===== config.mk =====
export PLATFORM = sky130hd
export DESIGN_NAME = scratch_pad_dumper
export DESIGN_NICKNAME = d
export VERILOG_FILES = /design/src/rtl/scratch_pad_dumper.sv
export SDC_FILE = /design/constraint.sdc
export NUM_CORES = 1
export LEC_CHECK = 0
export ABC_AREA = 1
export CAP_MARGIN = 20
export CORE_MARGIN = 4
export CORE_UTILIZATION = 51
export CTS_CLUSTER_DIAMETER = 60
export DETAILED_ROUTE_END_ITERATION = 8
export PLACE_DENSITY_LB_ADDON = 0.08
export SLEW_MARGIN = 40
export SYNTH_ARGS = -nofsm -noshare
export SYNTH_HDL_FRONTEND = slang
export SYNTH_SLANG_ARGS = --single-unit

===== constraint.sdc =====
create_clock -name clock -period 1.9 [get_ports clock]
set_input_delay 0.38 -clock clock [delete_from_list [all_inputs] [get_ports clock]]
set_output_delay 0.38 -clock clock [all_outputs]
set_load 0.02 [all_outputs]

===== src/rtl/scratch_pad_dumper.sv =====
// Streams a word range of a ScratchPadMem bank out as bytes, LSB first, over a valid/ready channel.
// Define SCRATCH_PAD_DUMPER_CHECKSUM_EN to append an 8-bit running-sum byte after the last data byte.
module scratch_pad_dumper #(
  parameter int COUNT_W = 16
) (
  input  logic               clock,
  input  logic               reset,
  input  logic               io_start,
  input  logic [31:0]        io_baseAddress,
  input  logic [COUNT_W-1:0] io_wordCount,
  output logic [31:0]        io_rdAddress,
  input  logic [31:0]        io_rdData,
  output logic               io_txValid,
  input  logic               io_txReady,
  output logic [7:0]         io_txData,
  output logic               io_busy,
  output logic               io_done
);

  typedef enum logic [2:0] {
    IDLE  = 3'd0,
    FETCH = 3'd1,
    LOAD  = 3'd2,
    SEND  = 3'd3,
`ifdef SCRATCH_PAD_DUMPER_CHECKSUM_EN
    CSUM  = 3'd4,
`endif
    DONE  = 3'd5
  } stateType;

  stateType           stateReg, stateNext;
  logic [31:0]        addrReg, addrNext;
  logic [COUNT_W-1:0] remainingReg, remainingNext;
  logic [31:0]        bufferReg, bufferNext;
  logic [1:0]         idxReg, idxNext;
`ifdef SCRATCH_PAD_DUMPER_CHECKSUM_EN
  logic [7:0]         checksumReg, checksumNext;
`endif

  logic [7:0] laneBytes [4];
  logic       handshake;

  // Lane gi of the buffer is bank byte lane gi (lane 0 = bits 7:0).
  for (genvar gi = 0; gi < 4; gi++) begin : gLane
    assign laneBytes[gi] = bufferReg[8*gi +: 8];
  end

  assign handshake    = io_txValid & io_txReady;
  assign io_rdAddress = addrReg;
  assign io_busy      = (stateReg != IDLE);
  assign io_done      = (stateReg == DONE);

  always_ff @(posedge clock or negedge reset) begin
    if (!reset) begin
      stateReg     <= IDLE;
      addrReg      <= '0;
      remainingReg <= '0;
      bufferReg    <= '0;
      idxReg       <= '0;
`ifdef SCRATCH_PAD_DUMPER_CHECKSUM_EN
      checksumReg  <= '0;
`endif
    end else begin
      stateReg     <= stateNext;
      addrReg      <= addrNext;
      remainingReg <= remainingNext;
      bufferReg    <= bufferNext;
      idxReg       <= idxNext;
`ifdef SCRATCH_PAD_DUMPER_CHECKSUM_EN
      checksumReg  <= checksumNext;
`endif
    end
  end

  always_comb begin
    stateNext     = stateReg;
    addrNext      = addrReg;
    remainingNext = remainingReg;
    bufferNext    = bufferReg;
    idxNext       = idxReg;
`ifdef SCRATCH_PAD_DUMPER_CHECKSUM_EN
    checksumNext  = checksumReg;
`endif
    io_txValid    = 1'b0;
    io_txData     = 8'h00;

    case (stateReg)
      IDLE: begin
        if (io_start) begin
`ifdef SCRATCH_PAD_DUMPER_CHECKSUM_EN
          checksumNext = 8'h00;
`endif
          if (io_wordCount != '0) begin
            addrNext      = io_baseAddress & ~32'h3;
            remainingNext = io_wordCount;
            stateNext     = FETCH;
          end else begin
            stateNext = DONE;
          end
        end
      end

      FETCH: stateNext = LOAD;

      LOAD: begin
        bufferNext = io_rdData;
        idxNext    = 2'd0;
        stateNext  = SEND;
      end

      SEND: begin
        io_txValid = 1'b1;
        io_txData  = laneBytes[idxReg];
        if (handshake) begin
`ifdef SCRATCH_PAD_DUMPER_CHECKSUM_EN
          checksumNext = checksumReg + laneBytes[idxReg];
`endif
          idxNext = idxReg + 2'd1;
          if (idxReg == 2'd3) begin
            if (remainingReg == COUNT_W'(1)) begin
`ifdef SCRATCH_PAD_DUMPER_CHECKSUM_EN
              stateNext = CSUM;
`else
              stateNext = DONE;
`endif
            end else begin
              // 32-bit add wraps 0xFFFFFFFC back to 0 on its own.
              addrNext      = addrReg + 32'd4;
              remainingNext = remainingReg - COUNT_W'(1);
              stateNext     = FETCH;
            end
          end
        end
      end

`ifdef SCRATCH_PAD_DUMPER_CHECKSUM_EN
      CSUM: begin
        io_txValid = 1'b1;
        io_txData  = checksumReg;
        if (handshake) stateNext = DONE;
      end
`endif

      DONE: stateNext = IDLE;

      default: stateNext = IDLE;
    endcase
  end

endmodule


; ---- After elaboration in Yosys (flattened, before gate mapping)
; Cells that the tools add are included.
; Widths: inputs -> output; s select.
[op_classes]
addsub = 3
n_lt_le_gt_ge = 1
n_eq_ne = 11
muxes = 25
n_bitwise = 2
n_reduce_logical = 8
[op_table]
columns = op, count
row1 = $mux 32, 5
row2 = $mux 16, 5
row3 = $pmux 32 s2, 1
row4 = $add 32x3->32 const B, 1
row5 = $pmux 16 s2, 1
row6 = $mux 8, 3
row7 = $bmux 8 s2, 1
row8 = $eq 16x1->1 const B, 1
row9 = $reduce_bool 16->1, 1
row10 = $sub 16x1->16 const B, 1
row11 = $mux 3, 5
row12 = $pmux 3 s4, 1
row13 = $ne 2x2->1 const B, 5
row14 = $eq 3x2->1 const B, 2
row15 = $reduce_and 6->1, 1
row16 = $pmux 2 s2, 1
row17 = $reduce_bool 2->1, 2
row18 = $eq 3x1->1 const B, 1
row19 = $eq 3x3->1 const B, 1
row20 = $ge 3x3->1 const B, 1
row21 = $logic_not 3->1, 1
row22 = $not 2->3, 1
row23 = $reduce_and 3->1, 1
row24 = $reduce_bool 3->1, 1
row25 = other kinds (6), 6
[word_totals]
reg_bits = 85
in_bits = 84
out_inout_bits = 43
elab_cells = 55

; ---- Depth between registers and ports, before layout
; Gate-level depths: netlist (run 1).
[depth]
ltp_word = 5
mapped_depth = 12
depth_no_buf = 11

; ---- Worst setup path before layout (run 1)
; Ideal clock, no wire load.
[synth_timing]
path_type = flip-flop to output port
startpoint = reg idxReg[0]
endpoint = out io_txData[5]
arrival_time_ps = 1438
t_required_ps = 1520
path_slack_ps = 82
path_stages_with_launch = 7
n_path_buf = 2
cell_sequence = dfrtp_1 > clkbuf_1 > clkbuf_1 > nor2_1 > nor2_1 > o21ai_0 > a21oi_1
[synth_between]
elab_chain_len = 5
[synth_lines]
columns = item, line
row1 = from (decl), 35  ; logic [1:0] idxReg, idxNext;
row2 = from (signal assigned), 68  ; idxReg <= idxNext;
row3 = $not 2->3 (not written as such), 113  ; io_txData = laneBytes[idxReg];
row4 = $bmux 8 s2, 113
row5 = $mux 8 (not written as such) (2 in a row), 113
row6 = $mux 8, 87  ; case (stateReg)
row7 = to (decl), 15  ; output logic [7:0] io_txData,
; No other way between the ends. The select of a mux whose other input is x is not followed.

; ---- Worst setup path in the final report (run 1)
[layout_timing]
startpoint = reg stateReg[2]
endpoint = out io_txValid
[layout_between]
elab_chain_len = 2
[layout_lines]
columns = item, line
row1 = from (decl), 31  ; stateType stateReg, stateNext;
row2 = from (signal assigned), 64  ; stateReg <= stateNext;
row3 = $eq 3x2->1, 87
row4 = $mux 1, 87
row5 = to (decl), 13  ; output logic io_txValid,
; No other way between the ends.

==> qor.csv, run 1 <==
metric,value,unit
status,finished with violations,
violations,setup timing,
place_inst,1048,
seq_area_frac_synth,0.378,
synth_area_leaders,"dfrtp_1 38%, nand2_1 18%, nor2_1 7.8%",
yosysTopAreaCellShare,0.378,
tightestPinTransition,0.639,ns
via_per_inst,5.25,
drive_gt1_frac,0.186,
tns,-0.636,ns
min_period,2.04,ns
endpoint,io_txValid,
cts_tree,done,
max_slew_margin,0.574,
die_x,112,um
worstSetupStartpoint,stateReg[2],
ctsHoldBuffers,0,
timing.reg2reg.worst_path_depth,12,
htree_levels,3,
die-height,112,um
drc,0,
slew_viol_final,0,
drtIter0Drc,340,
switching_share,0.466,
final_common_cell,nand2_1,
clk-insertion-delay-late,0.37,ns
core,10400,um2
synth-edff-count,0,
grt_max_degree,46,
crit_chain,"inv_2, nand2_4, nor2_8, buf_8, buf_16, buf_4",
antenna_found_initial,0,
utilization,0.714,
grt_pass1_wl,25.7,mm
ys_seq_elements,83,
first_pass_iters,5,
first_global_vias,5446,
clkSinkCount,83,
synthCells,781,
finalHoldViolations,0,
power_frac_comb,0.616,
synth_top_area_cell,dfrtp_1,
ys_types,35,
rsz0062_at_grt,true,
port-buffer-count,122,
vdd_drop_max,1.20,mV
p_switching,0.00589,W
total_power,0.0126,W
crit_fanout,27,
final_nets,1018,
power_frac_clock,0.106,
pin_count,127,
cp.depth,6,
end_kind,output port,
syn_area,5490,um2
path_class,register to output port,
cts_buffers,9,
area_growth,35.6,%
clock.fmax,0.491,GHz
r2r-start,stateReg[2],
die_area,12500,um2
clk_path_buf_depth,2,
num_antenna_cells,0,
rows,37,
overflow,0,
fin_cells,1071,
hpwl,11.4,mm
wl_per_cell,14.3,um
postRouteAntennaNets,0,
clockRootBuffer,clkbuf_8,
grt_usage,0.250,
required,1.52,ns
worst_slack,-0.137,ns
path_buf_inv,4,
power_frac_seq,0.278,
p_per_area,1700,nW/um2
clock_skew,0.0151,ns
place_congestion,0.915,
p_leak,3.51,nW
ys.flop_type,dfrtp_1,
slowest_delay,0.40,ns
async_reset_ff_frac,1.00,
drt-total-wl,15.4,mm
max-cap-violations,0,
place_ws,-0.141,ns
vias,5620,
setup_viol,8,
crit_family,buffers and inverters,
start_util,0.527,
timing.final.crit_share,1.07,
crit_path_top_delay_cell,dfrtp_1,
worst_r2r_endpoint,io_rdAddress[13],
start_kind,register,
mostFrequentLayoutCells,"268 x nand2_1, 110 x nor2_1, 97 x clkdlybuf4s50_1",
crit_arrival,1.66,ns
avgSynthCellArea,7.03,um2
yosysWarnings,0,
intPower,0.00674,W
holdCritPathClass,input port to asynchronous set/reset pin,
reg2reg_slack,0.09,ns
clk_pin_slew,0.09,ns
-- area by class of cell --
type	instances	area [um2]
Clock buffer	9	124
Clock inverter	7	76.3
Fill cell	837	2970
Inverter	62	238
Multi-Input combinational cell	608	3050
Sequential cell	83	2080
Tap cell	136	170
Timing Repair Buffer	165	1700
Timing Repair inverter	1	7.51
-- cells by family (layout without fill, tap and decap cells) --
| logic type | Yosys count | in the layout | synth area share |
|---|---|---|---|
| mux | 32 | 32 | 0.0656 |
| xor+xnor | 2 | 2 | 0.00319 |
| compound gates | 73 | 73 | 0.0775 |
| buf+inv | 91 | 244 | 0.0759 |
| fa+ha+maj | 4 | 4 | 0.00912 |
| simple gates | 495 | 495 | 0.390 |
| other cells | 1 | 2 | 0.000683 |
| flops | 83 | 83 | 0.378 |
-- worst register-to-register path, delay by kind of cell, from the launching register on --
kind | cells | cell delay, ns
simple gates | 8 | 0.85
buf+inv | 4 | 0.52
flops | 1 | 0.40
-- how the worst min path moves through the flow --
stage	depth (start not counted)	slack (ns)	from	end
final	1	0.03	reset	remainingReg[13]
after global routing	1	0.07	reset	io_rdAddress[23]
after CTS	1	0.04	reset	remainingReg[13]
after detailed placement	1	0.44	reset	remainingReg[13]
after global placement	1	0.44	reset	remainingReg[4]
after floorplan	0	0.08	reset	bufferReg[0]
-- Yosys cell counts (9+ instances only) --
cell type	instances
nand2_1	269
nor2_1	114
dfrtp_1	83
nand3_1	66
inv_1	57
o21ai_0	43
mux2_2	32
or2_2	17
nand3_2	14
a21oi_1	10
o21ai_2	10
buf_2	9
clkbuf_1	9
-- state kept, by name, summed over array words and instances, names as in the netlist --
register / cells
remainingReg: 16
io_rdAddress: 30
stateReg: 3
idxReg: 2
bufferReg: 32
-- stage by stage --
step	instance area (um2)	hold WS (ns)
floorplan	5490	0.0844
global placement	7070	0.436
detailed placement	7070	0.438
CTS	7370	0.0372
global route	7440	0.0732
finish	7440	0.0322
-- power groups by stage --
| stage | combinational, W | sequential, W | clock (W) |
|---|---|---|---|
| final | 0.00778 | 0.00350 | 0.00134 |
| after global routing | 0.00859 | 0.00365 | 0.00145 |
| after CTS | 0.00774 | 0.00349 | 0.00136 |
| after detailed placement | 0.00741 | 0.00351 | 0 |
| after global placement | 0.00721 | 0.00347 | 0 |
| after floorplan | 0.00465 | 0.00365 | 0 |
-- per-layer routing --
metal	wire length, um	track usage
met2	7550	0.420
met3	1290	0.0630
met5	0	0
met1	6280	0.318
met4	238	0.0770
-- repair_timing --
item / CTS / global route
pin swaps: 1 / 1
setup buffers: 5 / 0
cloned: 2 / 0
resized for setup: 64 / 26
endpoints found under the setup margin: 12 / 47
(Power assumes the default switching activity.)
==> inputs of run 2 (changes only) <==
--- a/config.mk
+++ b/config.mk
@@ -8,10 +8,12 @@
 export ABC_AREA = 1
 export CAP_MARGIN = 20
 export CORE_MARGIN = 4
-export CORE_UTILIZATION = 51
+export CORE_UTILIZATION = 50
 export CTS_CLUSTER_DIAMETER = 60
+export CTS_CLUSTER_SIZE = 16
 export DETAILED_ROUTE_END_ITERATION = 8
 export PLACE_DENSITY_LB_ADDON = 0.08
+export SETUP_SLACK_MARGIN = 0.2
 export SLEW_MARGIN = 40
 export SYNTH_ARGS = -nofsm -noshare
 export SYNTH_HDL_FRONTEND = slang
==> qor.csv, run 2 (synthesized netlist as in run 1, its figures left out) <==
metric,value,unit,change
grt_max_degree,84,,+83%
drt-total-wl,17.5,mm,+14%
hpwl,11.5,mm,+1.7%
worst_r2r_endpoint,io_rdAddress[11],,
grt_usage,0.260,,+0.0105
total_power,0.0154,W,+22%
grt_pass1_wl,26.9,mm,+4.9%
worstSetupStartpoint,idxReg[0],,
cpMostUsedCell,nor2_1,,
drive_gt1_frac,0.317,,+0.131
antenna_found_initial,0,,unchanged
max-cap-violations,0,,unchanged
clk_pin_slew,0.09,ns,about the same
clkSinkCount,83,,unchanged
status,finished with violations,,
clk-insertion-delay-late,0.36,ns,about the same
wl_per_cell,15.7,um,+9.6%
cts_buffers,9,,unchanged
clock.fmax,0.509,GHz,+3.6%
timing.final.crit_share,1.03,,-0.0373
min_period,1.97,ns,-0.0710 ns
first_pass_iters,5,,unchanged
path_buf_inv,2,,-2
place_congestion,0.935,,+2.2%
die-height,113,um,+0.92%
vdd_drop_max,1.25,mV,+4.4%
slowest_delay,0.48,ns,+0.08 ns
overflow,0,,unchanged
via_per_inst,5.29,,+0.72%
clock_skew,0.0126,ns,-0.00243 ns
cp.depth,6,,unchanged
core,10500,um2,+0.89%
htree_levels,3,,unchanged
r2r-start,stateReg[2],,
required,1.52,ns,about the same
start_kind,register,,
final_nets,1061,,+4.2%
crit_arrival,1.59,ns,-0.07 ns
final_common_cell,nand2_1,,
clk_path_buf_depth,2,,unchanged
timing.reg2reg.worst_path_depth,13,,+1
end_kind,output port,,
port-buffer-count,122,,unchanged
rows,37,,unchanged
die_x,113,um,+0.92%
fill_cells,750,,-10%
setup_viol,8,,unchanged
num_antenna_cells,0,,unchanged
worst_slack,-0.0658,ns,+0.0710 ns
first_global_vias,5693,,+4.5%
place_ws,-0.250,ns,-0.109 ns
postRouteAntennaNets,0,,unchanged
finalHoldViolations,0,,unchanged
cts_tree,done,,
vias,5888,,+4.8%
endpoint,io_txData[1],,
mostFrequentLayoutCells,"215 x nand2_1, 92 x nor2_1, 80 x clkdlybuf4s50_1",,
largest_reg_flops,32,,unchanged
crit_chain,"buf_6, nor2_1, nor2_1, o21ai_1, a21oi_2, buf_4",,
pin_count,127,,unchanged
rsz0062_at_grt,true,,
crit_fanout,5,,-81%
violations,setup timing,,
ctsHoldBuffers,0,,unchanged
top_register,bufferReg,,
reg2reg_slack,0.04,ns,-0.05 ns
start_util,0.522,,-0.00464
path_class,register to output port,,
slew_viol_final,0,,unchanged
die_area,12700,um2,+1.9%
crit_family,flip-flops,,
clockRootBuffer,clkbuf_8,,
drc,0,,unchanged
crit_path_top_delay_cell,dfrtp_2,,
drtIter0Drc,418,,+23%
holdCritPathClass,input port to asynchronous set/reset pin,,
area_growth,52.4,%,
p_per_area,1840,nW/um2,+8.5%
p_leak,3.83,nW,+9.0%
-- run 2: cell types whose count changed in the layout (fill, tap and decap cells not counted), sizes merged, moves of 2 or more --
| cell | change |
|---|---|
| nor2 | +2 |
| dlygate4sd2 | +28 |
| clkinvlp | -2 |
| buf | +41 |
| dlymetal6s2s | -12 |
| clkdlybuf4s50 | -17 |
| clkbuf | +3 |
-- run 2: layout make-up --
cell class / instances / area, um2 / share of cell area
Clock buffer: 10 / 128 / 0.0153
Sequential cell: 83 / 2080 / 0.249
Multi-Input combinational cell: 610 / 3490 / 0.418
Clock inverter: 6 / 90.1 / 0.0108
Timing Repair Buffer: 207 / 2150 / 0.257
Inverter: 62 / 249 / 0.0298
Tap cell: 136 / 170 / 0.0203
-- run 2: repair_timing --
action / 4_1_cts / 5_1_grt
cloned: 5 / 3
pin swaps: 19 / 31
resized for setup: 149 / 129
setup buffers: 21 / 9
setup endpoints to repair: 86 / 58
-- run 2: report_power, final --
| group | total (W) | leakage (nW) | switching [W] | internal (W) |
|---|---|---|---|---|
| logic | 0.0103 | 2.72 | 0.00552 | 0.00479 |
| registers | 0.00366 | 1.00 | 0.00100 | 0.00266 |
| clock network | 0.00142 | 0.106 | 0.000680 | 0.000744 |
-- run 2: per-layer routing --
layer	global-route usage	routed length (um)
met1	0.322	7040
met2	0.446	8650
met3	0.0567	1270
met4	0.0978	563
met5	0	0
-- run 2: per-stage QoR --
step                      cells   util  hold WS [ns]  area, um2  setup TNS [ns]
final                      1114  0.796       0.00944       8360          -0.327
after global routing       1114  0.796        0.0662       8360           -1.24
after CTS                  1102  0.741        0.0477       7790          -0.313
after detailed placement   1060  0.687         0.452       7220           -8.56
after global placement     1060  0.687         0.440       7220           -6.95
after floorplan             782      -        0.0844       5530               0
-- run 2: how the worst min path moves through the flow --
stage          startpoint  depth (start not counted)              end
6_report            reset                          2  remainingReg[9]
5_1_grt             reset                          2  remainingReg[7]
4_1_cts             reset                          2  remainingReg[9]
3_5_place_dp        reset                          2  remainingReg[9]
3_3_place_gp        reset                          2  remainingReg[9]
2_1_floorplan       reset                          0     bufferReg[0]
==> inputs of run 3 (changes only) <==
--- a/config.mk
+++ b/config.mk
@@ -9,6 +9,7 @@
 export CAP_MARGIN = 20
 export CORE_MARGIN = 4
 export CORE_UTILIZATION = 50
+export CTS_BUF_LIST = sky130_fd_sc_hd__clkbuf_8 sky130_fd_sc_hd__clkbuf_16
 export CTS_CLUSTER_DIAMETER = 60
 export CTS_CLUSTER_SIZE = 16
 export DETAILED_ROUTE_END_ITERATION = 8
==> qor.csv, run 3 (synthesized netlist as in run 1, its figures left out) <==
metric,value,unit,change
status,finished with violations,,
violations,setup timing,,
num_antenna_cells,0,,unchanged
core,10500,um2,unchanged
fin_cells,1114,,unchanged
hold_ws,0.0100,ns,+0.000576 ns
place_congestion,0.935,,unchanged
end_kind,output port,,
drive_gt1_frac,0.317,,unchanged
postLayoutCellArea,8360,um2,unchanged
timing.final.crit_share,1.03,,-0.00317
area_growth,52.4,%,unchanged
hpwl,11.5,mm,unchanged
overflow,0,,unchanged
max-cap-violations,0,,unchanged
clock.fmax,0.510,GHz,+0.31%
place_area,7220,um2,unchanged
clk-insertion-delay-late,0.36,ns,about the same
start_util,0.522,,unchanged
slew_viol_final,0,,unchanged
start_kind,register,,
clock_skew,0.0129,ns,+0.000247 ns
drt-total-wl,17.5,mm,+0.10%
drc,0,,unchanged
p_per_area,1840,nW/um2,about the same
reg2reg_slack,0.04,ns,about the same
fill_cells,750,,unchanged
register_area,2080,um2,unchanged
grt_pass1_wl,26.9,mm,unchanged
place_inst,1060,,unchanged
worst_slack,-0.0598,ns,+0.00602 ns
top_register,bufferReg,,
clkSinkCount,83,,unchanged
htree_levels,3,,unchanged
final_common_cell,nand2_1,,
multi_input_area,3490,um2,unchanged
mostFrequentLayoutCells,"215 x nand2_1, 92 x nor2_1, 80 x clkdlybuf4s50_1",,
postRouteAntennaNets,0,,unchanged
via_per_inst,5.31,,+0.54%
crit_arrival,1.58,ns,about the same
setup_viol,8,,unchanged
die_x,113,um,unchanged
crit_fanout,6,,+1
die_area,12700,um2,unchanged
antenna_found_initial,0,,unchanged
clockRootBuffer,clkbuf_8,,
rows,37,,unchanged
grt_max_degree,84,,unchanged
grt_usage,0.260,,unchanged
rsz0062_at_grt,true,,
wl_per_cell,15.7,um,+0.10%
required,1.52,ns,about the same
path_class,register to output port,,
drtIter0Drc,416,,-0.48%
place_ws,-0.250,ns,unchanged
holdCritPathClass,input port to asynchronous set/reset pin,,
vias,5920,,+0.54%
final_nets,1061,,unchanged
largest_reg_flops,32,,unchanged
port-buffer-count,122,,unchanged
first_global_vias,5693,,unchanged
die-height,113,um,unchanged
pin_count,127,,unchanged
finalHoldViolations,0,,unchanged
cts_tree,done,,
vdd_drop_max,1.25,mV,about the same
cts_buffers,9,,unchanged
first_pass_iters,5,,unchanged
min_period,1.96,ns,-0.00602 ns
p_leak,3.83,nW,+0.11%
clk_path_buf_depth,2,,unchanged
clk_pin_slew,0.09,ns,about the same
==> run 3: critical path, stage by stage (launching register included) <==
cell	delay, ns
dfrtp_2	0.48
buf_12	0.14
nor2_1	0.04
nor2_1	0.18
o21ai_2	0.11
a21oi_4	0.14
buf_6	0.13
==> run 3: final cells by class <==
class	instances	area share
clock buffers	9	0.0148
clock inverters	7	0.0112
inverters	62	0.0298
multi-input cells	610	0.418
flip-flops and latches	83	0.249
well taps	136	0.0203
repair buffers	207	0.257
==> run 3: worst paths after layout <==
check                           cells past startpoint          endpoint          start
worst max-delay path                                6      io_txData[5]      idxReg[0]
worst max register to register                     13  io_rdAddress[11]    stateReg[2]
min in group clock                                  1     bufferReg[31]  bufferReg[31]
worst min register to register                      1     bufferReg[31]  bufferReg[31]
worst min-delay path                                2   remainingReg[9]          reset
max in group asynchronous                           2         idxReg[0]          reset
==> run 3: stage by stage <==
stage | total power [W] | TNS (ns) | util
floorplan | 0.00840 | 0 | -
global placement | 0.0111 | -6.95 | 0.687
detailed placement | 0.0113 | -8.56 | 0.687
CTS | 0.0136 | -0.313 | 0.741
global route | 0.0164 | -1.24 | 0.796
finish | 0.0154 | -0.320 | 0.796
==> run 3: power by group <==
| group | internal (W) | switching [W] |
|---|---|---|
| clock network | 0.000738 | 0.000681 |
| registers | 0.00266 | 0.000999 |
| logic | 0.00479 | 0.00552 |
| total | 0.00819 | 0.00720 |
==> run 3: repair_timing <==
action,in CTS,in global routing
resized for setup,149,129
setup buffers,21,9
pin swaps,19,31
hold buffers,0,0
endpoints found under the setup margin,86,58
gates cloned,5,3
==> run 3: layer usage <==
metal | vias up | track usage | part of all wire
li1 | 2879 | - | -
met3 | 43 | 0.0567 | 0.075
met4 | 0 | 0.0978 | 0.032
met5 | - | 0 | 0
met2 | 240 | 0.446 | 0.49
met1 | 2758 | 0.322 | 0.40
